`config.mk`:
```
export PLATFORM = sky130hd
export DESIGN_NAME = fft16_input_framer_flat
export DESIGN_NICKNAME = d
export VERILOG_FILES = /design/src/rtl/fft_pkg.sv /design/src/rtl/fft16_input_framer_if.sv /design/src/rtl/fft_frame_bank.sv /design/src/rtl/fft16_input_framer.sv /design/src/flat_wrapper.sv
export SDC_FILE = /design/constraint.sdc
export NUM_CORES = 1
export LEC_CHECK = 0
export CAP_MARGIN = 5
export CORE_MARGIN = 1
export CORE_UTILIZATION = 30
export DETAILED_ROUTE_END_ITERATION = 10
export GPL_TIMING_DRIVEN = 0
export PLACE_DENSITY = 0.52
export SLEW_MARGIN = 20
export SYNTH_ARGS = -nofsm -noshare
export SYNTH_HDL_FRONTEND = slang
export SYNTH_HIERARCHICAL = 1
export SYNTH_SLANG_ARGS = --single-unit
```
`constraint.sdc`:
```
create_clock -name clk -period 5.7 [get_ports clk]
set_clock_uncertainty 0.2 [all_clocks]
set_input_delay 0.855 -clock clk [delete_from_list [all_inputs] [get_ports clk]]
set_output_delay 0.855 -clock clk [all_outputs]
set_load 0.01 [all_outputs]
```
`src/rtl/fft_pkg.sv`:
```
// Shared types and constants for the 16-point FFT input framer.
package fft_pkg;

   localparam int DATA_W = 16;
   localparam int N      = 16;

   typedef struct packed {
      logic signed [DATA_W-1:0] re;
      logic signed [DATA_W-1:0] im;
   } cplx_t;

   typedef enum logic [2:0] {
      BANK_EMPTY   = 3'd0,
      BANK_FILLING = 3'd1,
      BANK_FULL    = 3'd2,
      BANK_PRESENT = 3'd3,
      BANK_HOLD    = 3'd4
   } bank_state_t;

   typedef enum logic [1:0] {
      RD_IDLE    = 2'd0,
      RD_PRESENT = 2'd1,
      RD_HOLD    = 2'd2
   } rd_state_t;

   // A bank may take samples only while nobody downstream owns it.
   function automatic logic bank_writable(input bank_state_t st);
      return (st == BANK_EMPTY) || (st == BANK_FILLING);
   endfunction

endpackage

```
`src/rtl/fft16_input_framer_if.sv`:
```
// Sample stream in, parallel frame out: the full handshake bundle of the framer.
interface fft16_input_framer_if;
   import fft_pkg::*;

   logic                s_valid;
   logic                s_ready;
   logic [DATA_W-1:0]   s_real;
   logic [DATA_W-1:0]   s_imag;
   logic                s_last;
   logic [N*DATA_W-1:0] frame_real;
   logic [N*DATA_W-1:0] frame_imag;
   logic                frame_valid;
   logic                frame_ready;
   logic                frame_busy;
   logic                frame_err;

   modport master (
      output s_valid, s_real, s_imag, s_last, frame_ready,
      input  s_ready, frame_real, frame_imag, frame_valid, frame_busy, frame_err
   );

   modport slave (
      input  s_valid, s_real, s_imag, s_last, frame_ready,
      output s_ready, frame_real, frame_imag, frame_valid, frame_busy, frame_err
   );

endinterface

```
`src/rtl/fft_frame_bank.sv`:
```
// One N-entry complex sample bank: indexed single-sample write, flat parallel read.
module fft_frame_bank
   import fft_pkg::*;
(
   input  logic                clk,
   input  logic                rst_n,
   input  logic                i_we,
   input  logic [3:0]          i_idx,
   input  cplx_t               i_data,
   output logic [N*DATA_W-1:0] o_real,
   output logic [N*DATA_W-1:0] o_imag
);

   cplx_t r_mem [N];

   // sample storage, cleared by reset
   always_ff @(posedge clk) begin
      if (!rst_n) begin
         for (int k = 0; k < N; k++) begin
            r_mem[k] <= '0;
         end
      end else if (i_we) begin
         r_mem[i_idx] <= i_data;
      end
   end

   for (genvar k = 0; k < N; k++) begin : g_flat
      assign o_real[k*DATA_W +: DATA_W] = r_mem[k].re;
      assign o_imag[k*DATA_W +: DATA_W] = r_mem[k].im;
   end

endmodule

```
`src/rtl/fft16_input_framer.sv`:
```
// Packs a serial complex stream into ping-pong frame banks and presents each frame
// to the parallel FFT, holding it stable through the FFT pipeline latency.
module fft16_input_framer
   import fft_pkg::*;
#(
   parameter int HOLD_CYCLES = 4
) (
   input logic                 clk,
   input logic                 rst_n,
   fft16_input_framer_if.slave bus
);

   localparam logic [3:0] HOLD_INIT = 4'(HOLD_CYCLES);
   localparam logic [3:0] IDX_LAST  = 4'(N - 1);

   bank_state_t         r_bank_st  [2];
   bank_state_t         w_bank_wr  [2];
   bank_state_t         w_bank_nxt [2];
   rd_state_t           r_rd_st;
   rd_state_t           w_rd_nxt;
   logic [3:0]          r_widx, w_widx_nxt, r_hold, w_hold_nxt;
   logic                r_wb, w_wb_nxt, r_rb, w_rb_nxt;
   logic                r_s_ready, r_frame_valid, r_frame_busy, r_frame_err;
   logic                w_accept, w_err, w_release;
   logic                w_s_ready_nxt, w_valid_nxt, w_busy_nxt;
   logic [1:0]          w_we;
   cplx_t               w_sample;
   logic [N*DATA_W-1:0] w_real [2];
   logic [N*DATA_W-1:0] w_imag [2];

   assign w_accept = bus.s_valid & r_s_ready;
   assign w_we     = {w_accept & r_wb, w_accept & ~r_wb};
   assign w_sample = '{re: bus.s_real, im: bus.s_imag};

   for (genvar g = 0; g < 2; g++) begin : g_bank
      fft_frame_bank u_bank (
         .clk    (clk),
         .rst_n  (rst_n),
         .i_we   (w_we[g]),
         .i_idx  (r_widx),
         .i_data (w_sample),
         .o_real (w_real[g]),
         .o_imag (w_imag[g])
      );
   end

   // write side: fill bank wb, complete it at index 15, discard on an early s_last
   always_comb begin
      w_bank_wr  = r_bank_st;
      w_widx_nxt = r_widx;
      w_wb_nxt   = r_wb;
      w_err      = 1'b0;
      if (w_accept) begin
         if (r_widx == IDX_LAST) begin
            w_bank_wr[r_wb] = BANK_FULL;
            w_wb_nxt        = ~r_wb;
            w_widx_nxt      = 4'd0;
            w_err           = ~bus.s_last;
         end else if (bus.s_last) begin
            w_bank_wr[r_wb] = BANK_EMPTY;
            w_widx_nxt      = 4'd0;
            w_err           = 1'b1;
         end else begin
            w_bank_wr[r_wb] = BANK_FILLING;
            w_widx_nxt      = r_widx + 4'd1;
         end
      end else begin
         w_err = 1'b0;
      end
   end

   // read FSM next state; only touches banks that are FULL, PRESENT or HOLD
   always_comb begin
      w_bank_nxt = w_bank_wr;
      w_rd_nxt   = r_rd_st;
      w_hold_nxt = r_hold;
      w_rb_nxt   = r_rb;
      w_release  = 1'b0;
      case (r_rd_st)
         RD_IDLE: begin
            if (r_bank_st[r_rb] == BANK_FULL) begin
               w_rd_nxt         = RD_PRESENT;
               w_bank_nxt[r_rb] = BANK_PRESENT;
            end else begin
               w_rd_nxt = RD_IDLE;
            end
         end
         RD_PRESENT: begin
            if (!bus.frame_ready) begin
               w_rd_nxt = RD_PRESENT;
            end else if (HOLD_CYCLES == 0) begin
               w_release = 1'b1;
            end else begin
               w_rd_nxt         = RD_HOLD;
               w_hold_nxt       = HOLD_INIT;
               w_bank_nxt[r_rb] = BANK_HOLD;
            end
         end
         RD_HOLD: begin
            w_hold_nxt = r_hold - 4'd1;
            if (r_hold <= 4'd1) begin
               w_release = 1'b1;
            end else begin
               w_rd_nxt = RD_HOLD;
            end
         end
         default: begin
            w_rd_nxt = RD_IDLE;
         end
      endcase
      // a waiting full bank is presented directly, without an IDLE bubble
      if (w_release) begin
         w_bank_nxt[r_rb] = BANK_EMPTY;
         w_rb_nxt         = ~r_rb;
         if (r_bank_st[~r_rb] == BANK_FULL) begin
            w_rd_nxt          = RD_PRESENT;
            w_bank_nxt[~r_rb] = BANK_PRESENT;
         end else begin
            w_rd_nxt = RD_IDLE;
         end
      end else begin
         w_rb_nxt = r_rb;
      end
   end

   // next values of the registered status outputs
   always_comb begin
      w_valid_nxt   = (w_rd_nxt == RD_PRESENT);
      w_busy_nxt    = (w_rd_nxt == RD_HOLD);
      w_s_ready_nxt = bank_writable(w_bank_nxt[w_wb_nxt]);
   end

   // state and output registers
   always_ff @(posedge clk) begin
      if (!rst_n) begin
         r_bank_st[0]  <= BANK_EMPTY;
         r_bank_st[1]  <= BANK_EMPTY;
         r_rd_st       <= RD_IDLE;
         r_widx        <= 4'd0;
         r_hold        <= 4'd0;
         r_wb          <= 1'b0;
         r_rb          <= 1'b0;
         r_s_ready     <= 1'b0;
         r_frame_valid <= 1'b0;
         r_frame_busy  <= 1'b0;
         r_frame_err   <= 1'b0;
      end else begin
         r_bank_st     <= w_bank_nxt;
         r_rd_st       <= w_rd_nxt;
         r_widx        <= w_widx_nxt;
         r_hold        <= w_hold_nxt;
         r_wb          <= w_wb_nxt;
         r_rb          <= w_rb_nxt;
         r_s_ready     <= w_s_ready_nxt;
         r_frame_valid <= w_valid_nxt;
         r_frame_busy  <= w_busy_nxt;
         r_frame_err   <= w_err;
      end
   end

   assign bus.s_ready     = r_s_ready;
   assign bus.frame_valid = r_frame_valid;
   assign bus.frame_busy  = r_frame_busy;
   assign bus.frame_err   = r_frame_err;
   assign bus.frame_real  = w_real[r_rb];
   assign bus.frame_imag  = w_imag[r_rb];

endmodule

```
`src/flat_wrapper.sv`:
```
// flat-port wrapper written by rule: the top's interface ports become plain ports
module fft16_input_framer_flat import fft_pkg::*;
#(
   parameter int HOLD_CYCLES = 4
)
  (clk, rst_n, bus_s_valid, bus_s_real, bus_s_imag, bus_s_last, bus_frame_ready, bus_s_ready, bus_frame_real, bus_frame_imag, bus_frame_valid, bus_frame_busy, bus_frame_err);
  fft16_input_framer_if bus_i ();
  input logic clk;
  input logic rst_n;
  input wire logic [$bits(bus_i.s_valid)-1:0] bus_s_valid;
  input wire logic [$bits(bus_i.s_real)-1:0] bus_s_real;
  input wire logic [$bits(bus_i.s_imag)-1:0] bus_s_imag;
  input wire logic [$bits(bus_i.s_last)-1:0] bus_s_last;
  input wire logic [$bits(bus_i.frame_ready)-1:0] bus_frame_ready;
  output wire logic [$bits(bus_i.s_ready)-1:0] bus_s_ready;
  output wire logic [$bits(bus_i.frame_real)-1:0] bus_frame_real;
  output wire logic [$bits(bus_i.frame_imag)-1:0] bus_frame_imag;
  output wire logic [$bits(bus_i.frame_valid)-1:0] bus_frame_valid;
  output wire logic [$bits(bus_i.frame_busy)-1:0] bus_frame_busy;
  output wire logic [$bits(bus_i.frame_err)-1:0] bus_frame_err;
  assign bus_i.s_valid = bus_s_valid;
  assign bus_i.s_real = bus_s_real;
  assign bus_i.s_imag = bus_s_imag;
  assign bus_i.s_last = bus_s_last;
  assign bus_i.frame_ready = bus_frame_ready;
  assign bus_s_ready = bus_i.s_ready;
  assign bus_frame_real = bus_i.frame_real;
  assign bus_frame_imag = bus_i.frame_imag;
  assign bus_frame_valid = bus_i.frame_valid;
  assign bus_frame_busy = bus_i.frame_busy;
  assign bus_frame_err = bus_i.frame_err;
  fft16_input_framer #(.HOLD_CYCLES(HOLD_CYCLES)) u_core (.clk(clk), .rst_n(rst_n), .bus(bus_i));
endmodule
```
Word level (Yosys, flattened, before mapping)
Memory sizes are Yosys's and may differ from the RTL's.
Index checks and enable logic that the tools add are counted.
Widths: inputs -> output; s select.
Word-level totals
  flip-flop bits (word level): 22
  latch bits: 0
  memory bits (writable): 1024
  memory bits (read-only): 0
  input bits: 37
  output and inout port bits: 516
  logic and storage cells: 130
  memories: 2
Operators by class
  $add $sub $neg: 2
  multipliers: 0
  div/mod/pow operators: 0
  magnitude comparators: 8
  equal/unequal tests: 9
  shifts and indexed selects: 0
  mux-type cells: 58
  bitwise logic cells: 29
  reductions and logical operators: 11
Memory list
  u_core.g_bank[0].u_bank.r_mem: words 16, width 32, rd ports 16, clocked after memory_dff 0, wr ports 16, RTL line fft_frame_bank.sv:14  | cplx_t r_mem [N];
  u_core.g_bank[1].u_bank.r_mem: words 16, width 32, rd ports 16, clocked after memory_dff 0, wr ports 16, RTL line fft_frame_bank.sv:14
Operators with widths (number)
  $mux 256: 6
  $mux 32: 2
  $reduce_or 32->1: 2
  $mux 6: 7
  $mux 3: 12
  $mux 4: 5
  $mux 1: 17
  $and 4x4->4: 3
  $and 6x6->6: 2
  $not 4->4: 3
  $not 6->6: 2
  $pmux 6 s2: 1
  $demux 3 s1: 3
  $ge 2x2->1 const B: 4
  $not 1->2: 4
  $or 4x4->4: 2
  $pmux 4 s2: 1
  $eq 3x2->1 const B: 2
  $lt 2x1->1 const B: 3
  $mux 2: 3
  $or 2x2->2: 3
  $pmux 2 s3: 1
  $add 4x1->4 const B: 1
  $and 2x2->2: 2
  other kinds (16): 26

Longest topological paths before layout
  depth after elaboration: 22
  depth in mapped cells: 7
  mapped depth without buffers: 7

Hierarchy
Netlist, hierarchy kept.
By module, submodules not included
  fft_frame_bank at u_core.g_bank[1].u_bank: times used 1, cells each 1230, area each 18878.1 µm², sequential area each 15374.7 µm²
  fft_frame_bank at u_core.g_bank[0].u_bank: times used 1, cells each 1230, area each 18840.6 µm², sequential area each 15374.7 µm²
  fft16_input_framer: times used 1, cells each 710, area each 7236.9 µm², sequential area each 440.4 µm²

Worst setup path before layout
No wires, ideal clock.
  kind: input to register
  start: input port bus_s_valid
  end: memory u_core/g_bank[0].u_bank/r_mem[0][0] in the netlist's numbering, enable pin
  library setup time: 0.466 ns
  arrival time: 3.892 ns
  data required time: 5.034 ns
  slack: 1.142 ns
  stages on the path: 5
  buffers on the path: 2
  cells stage by stage: and3b_1 > nand4bb_1 > buf_2 > clkbuf_1 > o21ai_0
RTL lines
  start, declared: RTL line flat_wrapper.sv:10  | input wire logic [$bits(bus_i.s_valid)-1:0] bus_s_valid;
  end, declared: RTL line fft_frame_bank.sv:14

Worst setup path after layout
  start: register u_core.r_rb
  end: output port bus_frame_real[175]
On the way
  longest elaborated chain between the ends: 4
Ends and longest elaborated chain
  start, declared: RTL line fft16_input_framer.sv:22  | logic r_wb, w_wb_nxt, r_rb, w_rb_nxt;
  start signal, assigned: RTL line fft16_input_framer.sv:153  | r_rb <= w_rb_nxt;
  $not 1->2 (implied by the code): RTL line fft16_input_framer.sv:165  | assign bus.frame_real = w_real[r_rb];
  $mux 256 (implied by the code) (3 in series): RTL line fft16_input_framer.sv:165
  end, declared: RTL line flat_wrapper.sv:16  | output wire logic [$bits(bus_i.frame_real)-1:0] bus_frame_real;
Every way passes these cells. The select of a mux whose other input is x is not followed.

==> metrics.yaml <==
final-max-slew-violation-count: 0
antenna_cells: 0
stdcell_area_um2: 57700
ys_ff_latch: 1046
antenna_found_initial: 14
dp_hpwl_um: 145000
netlist_area_um2: 45000
yosys.area.top_type_share_pct: 68.4
wl_per_cell_um: 34.4
syn-num-nets: 3210
setup.worst_path.start_class: "flop"
max_cap_viol_count: 0
coreArea_um2: 148000
cts_tree: "done"
overflow: 0
syn_inst: 3170
synth_area_leaders: "edfxtp_1 68%, mux2_2 13%, nor3_1 11%"
drtAntennaViolNets: 0
critPathCaptureType: "primary output"
dr.pass1.iters: 5
cts_hold_buf: 0
slowest_stage: "clkbuf_1"
cp_cell_sequence: "buf_6 -> clkbuf_1 -> buf_2 -> mux2_2 -> clkdlybuf4s50_1"
critical_path_arrival_ns: 3.67
initialDrtViolationCount: 4295
leakage_uw: 0.0189
start_util_pct: 30.3
fin_cells: 5895
hp-class: "flop to flop"
die_area_um2: 151000
period_share_pct: 82.9
dp.cells: 5686
utilization_pct: 39.0
power_per_cell_area_nw_per_um2: 302
yosysTopAreaCell: "edfxtp_1"
worstPathMaxFanout: 10
clk_pin_slew_ns: 0.06
die_y_um: 389
via_count: 32600
period_needed_ns: 4.73
io_pins: 553
fmax_ghz: 0.212
status: "complete, no violations"
numPortBuffers: 551
postCtsSetupRepairBufs: 0
final_layout_size_suffix_gt1_share_pct: 23.4
synthFlopType: "edfxtp_1"
async_flop_share_pct: 0
avgSynthCellArea_um2: 14.2
grtUsageTotal_pct: 26.0
root_buffer: "clkbuf_16"
htreeDepth: 3
die_width_um: 389
vias_per_cell: 5.52
grt_pass1_wl_um: 270000
area_growth_pct: 28.4
synthDistinctLibCells: 53
crit_required_ns: 4.64
grt_max_degree: 22
nets: 3913
gp_congestion: 0.862
maxSlewHeadroom_pct: 15.9
clock_latency_ns: 0.74
timing.critical_path.buf_inv: 4
hold_violations: 0
ys_seq_area_share_pct: 69.4
synth_edf_count: 1024
cpPeakStageDelay_ns: 0.85
grt_pass1_vias: 31800
ir_drop_v: 0.000258
path_class: "flop to primary output"
drc_errors: 0
critical_path.top_delay_family: "buffers and inverters"
cts_made_buffers: 115
rows: 141
placed_cell_area_um2: 54200
wl_um: 203000
cts_buffer_depth: 3
p_total_uw: 17400
ys_warn_count: 6
grt_setup_unrepaired: "no"
setup_violations: 0
cts_sinks: 1046
fill_cells: 14100
tightest_slew_ns: 1.26
cts_resized: 0
==> final timing paths <==
path,start,end,slack [ns],depth (start not counted)
max reg2reg,u_core/bus.s_ready,u_core/g_bank[1].u_bank/r_mem[12][18],1.93,6
max,u_core/r_rb,bus_frame_real[175],0.97,5
min,u_core/r_bank_st[5],u_core/r_bank_st[5],0.32,2
min reg2reg,u_core/r_bank_st[5],u_core/r_bank_st[5],0.32,2
==> worst reg2reg max path: cells and delay by family, from the launching register on <==
family	cells	cell delay, ns
DFF	1	0.41
AOI/OAI and AO/OA	1	0.79
buffers and inverters	3	1.15
and+or+nand+nor	2	0.92
==> power breakdown <==
part | internal (uW) | switching (uW)
clock network | 4020 | 3180
registers | 8730 | 77.3
logic | 457 | 952
==> flip-flops by register name, indices dropped and copies added, names as in the netlist <==
signal                      cells
u_core/bus.s_ready              1
u_core/bus.frame_err            1
u_core/bus.frame_valid          1
u_core/r_hold                   4
u_core/g_bank.u_bank/r_mem   1024
u_core/r_widx                   4
u_core/r_rb                     1
u_core/r_rd_st                  2
u_core/bus.frame_busy           1
u_core/r_wb                     1
u_core/r_bank_st                6
==> cell type report <==
type                       instances  area (um2)  share of cell area, %
inverter                          70         263                  0.455
tap                             1930        2410                   4.18
clock inverter                    61         541                  0.936
clock buffer                     148        3000                   5.20
buffer                           364        1680                   2.91
timing repair buffer             586        6420                   11.1
multi-input combinational       1690       12200                   21.2
sequential                      1046       31200                   54.0
==> metal layers <==
layer	up-vias	GRT usage [%]	part of all wire, %
met4	8	11.3	4.4
met3	336	4.93	8.8
met5	-	0	0.021
met1	16900	35.4	41
met2	1847	40.4	45
li1	13400	-	-
==> per-stage QoR <==
| step | worst slack (ns) | hold WS, ns | setup TNS, ns |
|---|---|---|---|
| 4_1_cts | 1.01 | 0.315 | 0 |
| 3_3_place_gp | -3.02 | 0.315 | -2153.09 |
| 2_1_floorplan | 1.14 | 0.276 | 0 |
| 3_5_place_dp | 0.980 | 0.307 | 0 |
| 6_report | 0.975 | 0.316 | 0 |
| 5_1_grt | 0.963 | 0.346 | 0 |
==> cell families after synthesis <==
group                    synth area share [%]
AO/OA/AOI/OAI                           0.835
XOR/XNOR                               0.0585
adder cells (fa/ha/maj)                0.0835
buffers and inverters                    4.25
flip-flops                               69.4
multiplexers                             12.9
AND/OR/NAND/NOR                          12.4
==> synthesized netlist by cell type, drive strengths merged (3+ instances only) <==
| cell | instances |
|---|---|
| a31oi | 3 |
| edfxtp | 1024 |
| nand2b | 6 |
| nor4 | 3 |
| nor2 | 21 |
| nand3 | 3 |
| or2 | 3 |
| o21ai | 38 |
| nor3 | 1029 |
| nand4 | 3 |
| nand4b | 6 |
| nand2 | 12 |
| inv | 70 |
| mux2 | 516 |
| buf | 168 |
| ha | 3 |
| a21oi | 9 |
| clkbuf | 195 |
| dfxtp | 22 |
==> cell usage in the layout (no fill, tap or decap), types with 12 or more instances in the layout <==
cell,instances
nand2_1,12
clkbuf_2,26
o21ai_4,32
inv_1,70
clkbuf_16,115
dfxtp_1,22
clkinv_1,29
mux2_2,516
nor2_1,21
nor3_1,1029
clkdlybuf4s50_1,551
edfxtp_1,1024
buf_16,29
clkbuf_1,200
buf_2,151
clkinv_2,13
No activity file was read; power rests on OpenSTA's default activity.
